[src/rtl/ntt_pkg.sv]
// ============================================================================
//  Module      : ntt_pkg
//  Description : Shared types and constants for the NTT PE sequencer:
//                sequencer state encoding, default transform size / latency,
//                transform-mode encodings and a stage-counter width helper.
//  Revision    : 1.0 - initial release
// ============================================================================
`default_nettype none

package ntt_pkg;

    localparam int DEF_LOGN = 8;
    localparam int DEF_LAT  = 3;

    localparam logic MODE_NTT  = 1'b0;
    localparam logic MODE_INTT = 1'b1;

    typedef enum logic [1:0] {
        ST_IDLE  = 2'd0,
        ST_RUN   = 2'd1,
        ST_DRAIN = 2'd2,
        ST_DONE  = 2'd3
    } seq_state_t;

    // Width needed to hold a stage number 0..logn-1 (never below one bit).
    function automatic int stage_w(input int logn);
        return (logn > 1) ? $clog2(logn) : 1;
    endfunction

endpackage

`default_nettype wire

[src/rtl/ntt_addr_gen.sv]
// ============================================================================
//  Module      : ntt_addr_gen
//  Description : Combinational butterfly address generator. Maps the
//                (mode, stage, butterfly) triple onto the two coefficient
//                addresses and the twiddle index. Both NTT and INTT reduce to
//                the same form once the half-span exponent is chosen:
//                  a = (k / m) * 2m + (k mod m), b = a + m,
//                  twiddle = N/(2m) + k / m.
//  Revision    : 1.0 - initial release
// ============================================================================
`default_nettype none

module ntt_addr_gen
    import ntt_pkg::*;
#(
    parameter int LOGN = DEF_LOGN,
    parameter int SW   = stage_w(LOGN)
) (
    input  logic            mode,
    input  logic [SW-1:0]   s,
    input  logic [LOGN-1:0] k,
    output logic [LOGN-1:0] addr_a,
    output logic [LOGN-1:0] addr_b,
    output logic [LOGN-1:0] tw_idx
);

    logic [SW-1:0]   w_mlog;
    logic [LOGN-1:0] w_m;
    logic [LOGN-1:0] w_j;
    logic [LOGN-1:0] w_g;

    // Half-span exponent selects the butterfly geometry for this stage.
    always_comb begin
        w_mlog = (mode == MODE_NTT) ? (SW'(LOGN - 1) - s) : s;
        w_m    = LOGN'(1) << w_mlog;
        w_j    = k & (w_m - LOGN'(1));
        w_g    = k >> w_mlog;
        addr_a = ((w_g << w_mlog) << 1) | w_j;
        addr_b = addr_a | w_m;
        tw_idx = (LOGN'(1) << (SW'(LOGN - 1) - w_mlog)) + w_g;
    end

endmodule

`default_nettype wire

[src/rtl/ntt_pe_sequencer.sv]
// ============================================================================
//  Module      : ntt_pe_sequencer
//  Description : Stage/butterfly sequencer for a radix-2 NTT/INTT PE pair.
//                Issues one butterfly per cycle across all LOGN stages,
//                drains LAT cycles between stages, and delays the read
//                strobe/addresses by LAT cycles to form the write-back.
//                Optional feature macro NTT_SEQ_HOLD_EN adds a 'hold' input
//                that freezes issue while in RUN.
//  Revision    : 1.0 - initial release
// ============================================================================
`default_nettype none

module ntt_pe_sequencer
    import ntt_pkg::*;
#(
    parameter int LOGN = DEF_LOGN,
    parameter int LAT  = DEF_LAT
) (
    input  logic            clk,
    input  logic            rst_n,
    input  logic            start,
    input  logic            mode,
`ifdef NTT_SEQ_HOLD_EN
    input  logic            hold,
`endif
    output logic            busy,
    output logic            done,
    output logic            rd_en,
    output logic [LOGN-1:0] rd_addr_a,
    output logic [LOGN-1:0] rd_addr_b,
    output logic [LOGN:0]   tf_addr,
    output logic            pe_inv,
    output logic            wr_en,
    output logic [LOGN-1:0] wr_addr_a,
    output logic [LOGN-1:0] wr_addr_b
);

    localparam int SW = stage_w(LOGN);
    localparam int DW = $clog2(LAT + 1);
    localparam logic [LOGN-1:0] KLAST = LOGN'((1 << (LOGN - 1)) - 1);

    seq_state_t      r_state;
    seq_state_t      w_next;
    logic [SW-1:0]   r_s;
    logic [LOGN-1:0] r_k;
    logic [DW-1:0]   r_d;
    logic            r_mode;
    logic            w_hold;
    logic            w_run;
    logic [LOGN-1:0] w_a;
    logic [LOGN-1:0] w_b;
    logic [LOGN-1:0] w_idx;

    logic            r_dly_en [LAT];
    logic [LOGN-1:0] r_dly_a  [LAT];
    logic [LOGN-1:0] r_dly_b  [LAT];

`ifdef NTT_SEQ_HOLD_EN
    assign w_hold = hold;
`else
    assign w_hold = 1'b0;
`endif

    ntt_addr_gen #(
        .LOGN (LOGN),
        .SW   (SW)
    ) u_addr_gen (
        .mode   (r_mode),
        .s      (r_s),
        .k      (r_k),
        .addr_a (w_a),
        .addr_b (w_b),
        .tw_idx (w_idx)
    );

    // State register.
    always_ff @(posedge clk) begin
        if (!rst_n) r_state <= ST_IDLE;
        else        r_state <= w_next;
    end

    // Next-state decode and control outputs; addresses are zero outside RUN.
    always_comb begin
        w_next = r_state;
        busy   = 1'b0;
        done   = 1'b0;
        rd_en  = 1'b0;
        w_run  = 1'b0;
        case (r_state)
            ST_IDLE: begin
                if (start) w_next = ST_RUN;
            end
            ST_RUN: begin
                busy  = 1'b1;
                w_run = 1'b1;
                rd_en = !w_hold;
                if (!w_hold && (r_k == KLAST)) w_next = ST_DRAIN;
            end
            ST_DRAIN: begin
                busy = 1'b1;
                if (r_d == DW'(LAT - 1))
                    w_next = (r_s == SW'(LOGN - 1)) ? ST_DONE : ST_RUN;
            end
            ST_DONE: begin
                busy   = 1'b1;
                done   = 1'b1;
                w_next = ST_IDLE;
            end
            default: w_next = ST_IDLE;
        endcase
        rd_addr_a = w_run ? w_a : '0;
        rd_addr_b = w_run ? w_b : '0;
        tf_addr   = w_run ? {r_mode, w_idx} : '0;
    end

    assign pe_inv = r_mode;

    // Stage, butterfly and drain counters plus the mode latched at start.
    always_ff @(posedge clk) begin
        if (!rst_n) begin
            r_s    <= '0;
            r_k    <= '0;
            r_d    <= '0;
            r_mode <= MODE_NTT;
        end else begin
            case (r_state)
                ST_IDLE: begin
                    if (start) begin
                        r_s    <= '0;
                        r_k    <= '0;
                        r_d    <= '0;
                        r_mode <= mode;
                    end
                end
                ST_RUN: begin
                    r_d <= '0;
                    if (!w_hold) r_k <= (r_k == KLAST) ? '0 : r_k + LOGN'(1);
                end
                ST_DRAIN: begin
                    if (r_d == DW'(LAT - 1)) begin
                        r_d <= '0;
                        if (r_s != SW'(LOGN - 1)) r_s <= r_s + SW'(1);
                    end else begin
                        r_d <= r_d + DW'(1);
                    end
                end
                default: begin
                    r_s <= '0;
                    r_k <= '0;
                    r_d <= '0;
                end
            endcase
        end
    end

    // Write-back delay line: read strobe and addresses shifted LAT cycles.
    always_ff @(posedge clk) begin
        if (!rst_n) begin
            for (int i = 0; i < LAT; i++) begin
                r_dly_en[i] <= 1'b0;
                r_dly_a[i]  <= '0;
                r_dly_b[i]  <= '0;
            end
        end else begin
            r_dly_en[0] <= rd_en;
            r_dly_a[0]  <= rd_addr_a;
            r_dly_b[0]  <= rd_addr_b;
            for (int i = 1; i < LAT; i++) begin
                r_dly_en[i] <= r_dly_en[i-1];
                r_dly_a[i]  <= r_dly_a[i-1];
                r_dly_b[i]  <= r_dly_b[i-1];
            end
        end
    end

    assign wr_en     = r_dly_en[LAT-1];
    assign wr_addr_a = r_dly_a[LAT-1];
    assign wr_addr_b = r_dly_b[LAT-1];

endmodule

`default_nettype wire

[config.mk]
export PLATFORM = sky130hd
export DESIGN_NAME = ntt_pe_sequencer
export DESIGN_NICKNAME = d
export VERILOG_FILES = /design/src/rtl/ntt_pkg.sv /design/src/rtl/ntt_addr_gen.sv /design/src/rtl/ntt_pe_sequencer.sv
export SDC_FILE = /design/constraint.sdc
export NUM_CORES = 1
export LEC_CHECK = 0
export ABC_CLOCK_PERIOD_IN_PS = 9220
export CAP_MARGIN = 20
export CORE_MARGIN = 4
export CORE_UTILIZATION = 45
export DETAILED_ROUTE_END_ITERATION = 6
export PLACE_DENSITY = 0.79
export SLEW_MARGIN = 40
export SYNTH_ARGS = -nofsm -noshare
export SYNTH_HDL_FRONTEND = slang
export SYNTH_SLANG_ARGS = --single-unit
[constraint.sdc]
create_clock -name clk -period 9.22 [get_ports clk]
set_input_delay 0.922 -clock clk [delete_from_list [all_inputs] [get_ports clk]]
set_output_delay 0.922 -clock clk [all_outputs]
set_load 0.02 [all_outputs]
======== Yosys cells after proc, flatten, opt, wreduce, memory -nomap -nowiden ========
Memory sizes are Yosys's and may differ from the RTL's.
Index checks and enable logic that the tools add are counted.
W data, S select, Z words.
operators by class
  $add $sub $neg .......................... 7
  equality and inequality tests ........... 11
  shifts and indexed selects .............. 4
  multiplexer cells ....................... 33
  bitwise operators ....................... 14
  reductions and logical operators ........ 6
operators by type and width
  operator               number
  $mux W8                10
  $pmux W8 S3            1
  $or A8 B8 Y8           2
  $shl A1 B3 Y8 const A  2
  $mux W2                6
  $mux W3                4
  $mux W9                1
  $or A1 B1 Y1           9
  $pmux W3 S3            1
  $add A8 B1 Y8 const B  1
  $add A8 B8 Y8          1
  $and A8 B8 Y8          1
  $eq A8 B7 Y1 const B   1
  $mux W1                8
  $ne A2 B2 Y1 const B   4
  $pmux W2 S4            1
  $shl A8 B3 Y7          1
  $shr A8 B3 Y8          1
  $sub A8 B1 Y8 const B  1
  $eq A2 B2 Y1 const B   3
  $sub A3 B3 Y3 const A  2
  $pmux W2 S2            1
  $reduce_and A2 Y1      2
  $reduce_and A4 Y1      1
  other kinds (9)        10
word-level totals
  register bits after elaboration ......... 16
  memory bits (writable) .................. 51
  input bits .............................. 4
  output and inout port bits .............. 46
  logic and storage cells ................. 83
  memories kept ........................... 3
memory list
  memory    depth  bits a word  read ports  clocked after Yosys merged registers in  wr ports  RTL line                RTL
  r_dly_a   3      8            3           0                                        3         ntt_pe_sequencer.sv:55  logic [LOGN-1:0] r_dly_a [LAT];
  r_dly_b   3      8            3           0                                        3         ntt_pe_sequencer.sv:56  logic [LOGN-1:0] r_dly_b [LAT];
  r_dly_en  3      1            3           0                                        3         ntt_pe_sequencer.sv:54  logic r_dly_en [LAT];

======== Logic depth before layout (Yosys ltp) ========
  depth after elaboration ................. 9
  depth in mapped cells ................... 16
  gate-level depth less buffers ........... 14

======== Cells and area by module ========
From an unflattened synthesis, not the netlist that was laid out.
unflattened totals
  cells, all modules ...................... 486
  area, all modules ....................... 4072.7 um^2
by module, submodules not included
  module            instances  cells an instance  area each (um^2)  sequential area each (um^2)
  ntt_pe_sequencer  1          249                2474.9            1341.3
  ntt_addr_gen      1          237                1597.8            0.0

======== Worst setup path before layout ========
No wires, ideal clock.
  path type ............................... reg-to-output
  from .................................... register r_mode (netlist: pe_inv)
  to ...................................... output tf_addr[6]
  arrival ................................. 3.280 ns
  required time ........................... 8.298 ns
  slack ................................... 5.018 ns
  cell stages (with the launch flop) ...... 17
  buffers on the path ..................... 3
  cells stage by stage .................... dfxtp_1 buf_6 buf_6 buf_4 xor2_1 nor2_1 a21oi_1 o22ai_1 o21ai_0 o21ai_0 ha_1 nor2b_1 o21ai_0 a21boi_0 o21a_1 o21a_1 nor3_1
between the ends
  word-level cells in the longest chain between the ends .. 5
  elaborated cells between the ends (all ways) .. 6
  those cells by class .................... 2 x add/sub; 2 x shift; 2 x mux
ends and longest elaborated chain
  item                      RTL line                 RTL
  start: declaration        ntt_pe_sequencer.sv:47   logic r_mode;
  start signal: assignment  ntt_pe_sequencer.sv:132  r_mode <= mode;
  $mux W3 *                 ntt_addr_gen.sv:34       w_mlog = (mode == MODE_NTT) ? (SW'(LOGN - 1) - s) : s;
  $sub A3 B3 Y3             ntt_addr_gen.sv:40       tw_idx = (LOGN'(1) << (SW'(LOGN - 1) - w_mlog)) + w_g;
  $shl A1 B3 Y8             ntt_addr_gen.sv:40
  $add A8 B8 Y8 *           ntt_addr_gen.sv:40
  $mux W9 *                 ntt_pe_sequencer.sv:113  tf_addr = w_run ? {r_mode, w_idx} : '0;
  end: declaration          ntt_pe_sequencer.sv:31   output logic [LOGN:0] tf_addr,
Every way passes the cells marked *; elsewhere a longest branch is shown, timed or not.

======== Worst setup path after layout ========
  from .................................... register r_s[2]
  to ...................................... output tf_addr[6]
between the ends
  word-level cells in the longest chain between the ends .. 6
  elaborated cells between the ends (all ways) .. 7
  those cells by class .................... 3 x add/sub; 2 x shift; 2 x mux
ends and longest elaborated chain
  item                      RTL line                 RTL
  start: declaration        ntt_pe_sequencer.sv:44   logic [SW-1:0] r_s;
  start signal: assignment  ntt_pe_sequencer.sv:142  if (r_s != SW'(LOGN - 1)) r_s <= r_s + SW'(1);
  $sub A3 B3 Y3             ntt_addr_gen.sv:34
  $mux W3 *                 ntt_addr_gen.sv:34
  $sub A3 B3 Y3             ntt_addr_gen.sv:40
  $shl A1 B3 Y8             ntt_addr_gen.sv:40
  $add A8 B8 Y8 *           ntt_addr_gen.sv:40
  $mux W9 *                 ntt_pe_sequencer.sv:113
Marks and branches as above.

==> results.rst <==
.. list-table::
   :header-rows: 1

   * - Metric
     - Value
   * - Final instance count without filler cells
     - 559
   * - Category of the worst setup path launch point
     - flip-flop
   * - First-pass iteration count of the detailed router
     - 5
   * - Starting Density
     - around 47%
   * - Predominant post-synthesis flop cell
     - sky130_fd_sc_hd__dfxtp_1
   * - Skew final
     - ~0.017 ns
   * - CP max-delay cell
     - sky130_fd_sc_hd__dfxtp_1
   * - Critical Path End Type
     - output port
   * - Sum of met2 wire segment lengths after detailed routing
     - about 4 mm
   * - Internal Pwr Total
     - around 0.45 mW
   * - Area grow syn2layout
     - 14.7%
   * - Ratio of cells with drive above 1 in the final layout
     - 9.63%
   * - Number of hold violations in the final report
     - 0
   * - Placed instance count
     - 543
   * - Global-route total usage across every layer
     - 17.7%
   * - Share of Yosys cell area claimed by the top area cell type
     - between 30% and 40%
   * - Fmax
     - about 0.19 GHz
   * - Sum of net half-perimeters after detailed placement
     - a little under 6 mm
   * - Switching part of the total
     - 28.6%
   * - Post-synthesis cell type with the largest combined area
     - sky130_fd_sc_hd__dfxtp_1
   * - Clock network power share
     - 40.5%
   * - Die outline width
     - 99.0 um
   * - Clock buffer count from CTS
     - 9
   * - Post-route antenna net violation count
     - 0
   * - Final-report max-slew violation count
     - 0
   * - Status
     - completed
   * - Number of sinks on the clock net
     - 67
   * - Pwr/cell area
     - 149 nW/um2
   * - Die Span Y
     - 99.0 um
   * - Number of buffers between clock root and the deepest sink
     - 2
   * - RSZ-0062 raised after global routing
     - false
   * - Most frequent cell after synthesis
     - sky130_fd_sc_hd__dfxtp_1
   * - Place WS
     - around 4.4 ns
   * - Average cell area after synthesis
     - approximately 8.5 um2
   * - Clock latency on the worst-skew pair
     - 0.35 ns
   * - Combinational share of power
     - a little under an eighth
   * - Async set-or-reset flop fraction in the synthesized netlist
     - 0%
   * - Number of warnings printed during yosys synthesis
     - 0
   * - Worst Setup Slack, final
     - 3.98 ns
   * - Required @ worst endpoint
     - 8.30 ns
   * - Grt ovf
     - 0
   * - Switching power
     - ~0.18 mW
   * - Crit-path leading delay family
     - compound AO/OA/AOI/OAI gates
   * - Routability-driven placement congestion ratio
     - approximately 0.93
   * - Cell-by-cell trace of the critical path
     - nand2b_1 > o22a_1 > o221a_4 > a21boi_0 > inv_1 > fa_1 > nor2b_1 > o21ai_0 > a21boi_0 > o21a_1 > nor3_1 > nor3_1 > clkdlybuf4s50_1
   * - Largest net degree at the start of global routing
     - 55
   * - Antenna violations before repair
     - 0
   * - Area occupied by registers
     - 1350 um2
   * - Master cell of the clock root buffer
     - sky130_fd_sc_hd__clkbuf_8
   * - CP peak stage delay
     - 0.75 ns
   * - Largest cells by area after synthesis
     - sky130_fd_sc_hd__dfxtp_1, sky130_fd_sc_hd__and2_1, sky130_fd_sc_hd__buf_4
   * - Met3 wire len
     - between 300 and 400 um
   * - Total area of multi-input combinational cells
     - slightly above 2000 um2
   * - Number of levels in the clock H-tree
     - 3
   * - Uppermost metal layer occupied by signal nets
     - met4
   * - Post-route setup TNS
     - 0 ns
   * - Number of antenna cells inserted
     - 0
   * - Critical Setup Path Class
     - flip-flop to output port
   * - HP Class
     - flip-flop to flip-flop
   * - Nets@finish
     - 468
   * - Actual slew at the worst max-slew pin
     - a little over 0.7 ns
   * - Register-to-register setup slack
     - 5.91 ns
   * - Max-Cap Viols
     - 0
   * - IO Count
     - 50
   * - Count of unique library cells instantiated by Yosys
     - 71
   * - Worst vdd rail ir drop
     - 0.0000834 V
   * - Number of setup violations in the final report
     - 0
   * - Post-synthesis net count
     - roughly 450
   * - Fill count
     - 711
   * - Count of flip-flops with a built-in enable after synthesis
     - 0
   * - Syn Std Cell Area
     - about 3700 um2
   * - Full die area
     - 9800 um2
   * - Met1 wire length
     - 4.00 mm
   * - Leading post-synthesis cells by instance count
     - sky130_fd_sc_hd__dfxtp_1, sky130_fd_sc_hd__and2_1, sky130_fd_sc_hd__nor2_1
   * - Setup repair bufs after CTS
     - 0
   * - Maximum fanout along the worst path
     - 21
   * - Post-CTS clock slew at the launch and capture registers of the worst setup and hold paths
     - 0.08 ns
   * - Register share of total power
     - 47.7%
   * - Routed WL per cell
     - between 15 and 20 um
   * - Final routed wirelength across all metal layers
     - ~8.5 mm
   * - Detail-routed via count per cell
     - 5.52
   * - Port bufs
     - ~50
   * - Buffers & Inverters on Critical Path
     - 2
   * - # resized after CTS
     - 0
   * - Fraction of the yosys area taken by sequential cells
     - 36.0%
   * - Total number of vias
     - 3088
   * - Gate Count Post-Synth
     - between 400 and 500
   * - Std-Cell Rows
     - 32
   * - Clock tree from TritonCTS
     - built
   * - Tcrit/Tclk final
     - 56.8%
   * - Hold-fix buffers at CTS
     - 0
   * - Standard cell core area
     - 7890 um2
   * - Leakage component of the power
     - 1.60 nW
   * - Initial DRC Count
     - 284
   * - Arrival time at the worst endpoint
     - approximately 4.3 ns
   * - Number of design rule violations left after detail routing
     - 0
   * - Via count of the first global-routing pass
     - 2882
   * - FF+latch count, synth
     - 67
   * - Wire length of the first global-routing pass
     - 14.2 mm
   * - Relative slew margins
     - about half
   * - Min cycle time layout
     - 5.24 ns
-- cell usage in the layout, fill, tap and decap left out, types with 4 or more instances in the layout --
master,n
sky130_fd_sc_hd__o21a_1,7
sky130_fd_sc_hd__nand2b_1,6
sky130_fd_sc_hd__or2_2,4
sky130_fd_sc_hd__clkdlybuf4s50_1,49
sky130_fd_sc_hd__nand2_1,24
sky130_fd_sc_hd__nand3_1,4
sky130_fd_sc_hd__nor2b_1,8
sky130_fd_sc_hd__o211ai_1,4
sky130_fd_sc_hd__a21oi_1,22
sky130_fd_sc_hd__dfxtp_1,64
sky130_fd_sc_hd__o21ai_0,26
sky130_fd_sc_hd__clkbuf_8,9
sky130_fd_sc_hd__a21boi_0,7
sky130_fd_sc_hd__nor2_1,38
sky130_fd_sc_hd__nor3_1,7
sky130_fd_sc_hd__xnor2_1,4
sky130_fd_sc_hd__nand4_1,4
sky130_fd_sc_hd__ha_1,11
sky130_fd_sc_hd__mux2i_1,7
sky130_fd_sc_hd__inv_1,17
sky130_fd_sc_hd__and2_1,53
-- worst paths after layout --
path,start,end,cells past startpoint
max,r_s[2],tf_addr[6],13
min,r_dly_en[0][1],r_dly_en[0][2],1
max reg2reg,r_s[2],r_dly_a[0][6],10
min reg2reg,r_dly_en[0][1],r_dly_en[0][2],1
-- final cells by class --
type                       count  share of cell area [%]
timing repair buffer          50                    11.7
tap                          102                    2.99
inverter                      19                    1.67
sequential                    67                    31.5
clock inverter                 7                    1.93
multi-input combinational    305                    47.4
clock buffer                   9                    2.90
-- flip-flops by register name, indices dropped and copies added, names as in the netlist --
register	cells
pe_inv	1
r_d	2
r_dly_a	24
r_dly_b	24
r_dly_en	3
r_k	8
r_s	3
r_state	2
-- power groups by stage --
| stage | clock (mW) | combinational, mW | sequential, mW |
|---|---|---|---|
| after global placement | 0 | 0.0736 | 0.309 |
| after detailed placement | 0 | 0.0743 | 0.310 |
| after floorplan | 0 | 0.0590 | 0.304 |
| after global routing | 0.278 | 0.0825 | 0.305 |
| after CTS | 0.263 | 0.0745 | 0.303 |
| final | 0.258 | 0.0750 | 0.303 |
-- metrics by stage --
stage               utilization [%]  area [um2]  total power [mW]  hold WS, ns
global route                   54.2        4270             0.665        0.440
finish                         54.2        4270             0.636        0.431
floorplan                         -        3730             0.363        0.406
CTS                            54.2        4270             0.640        0.435
detailed placement             51.6        4070             0.384        0.419
global placement               51.5        4060             0.383        0.413
-- routing by layer --
| layer | vias to the layer above | global-route usage [%] |
|---|---|---|
| met5 | - | 0 |
| met4 | 0 | 8.09 |
| met3 | 22 | 3.47 |
| met2 | 104 | 27.7 |
| met1 | 1436 | 23.5 |
| li1 | 1526 | - |
-- logic make-up after synthesis --
| logic type | share of synthesized area [%] |
|---|---|
| AOI/OAI and AO/OA | 19.1 |
| and+or+nand+nor | 26.7 |
| buffers and inverters | 9.67 |
| xor gates and xnor gates | 1.65 |
| DFF | 36.0 |
| adders and majority gates | 4.23 |
| muxes | 2.59 |
No activity file was read; power rests on OpenSTA's default activity.
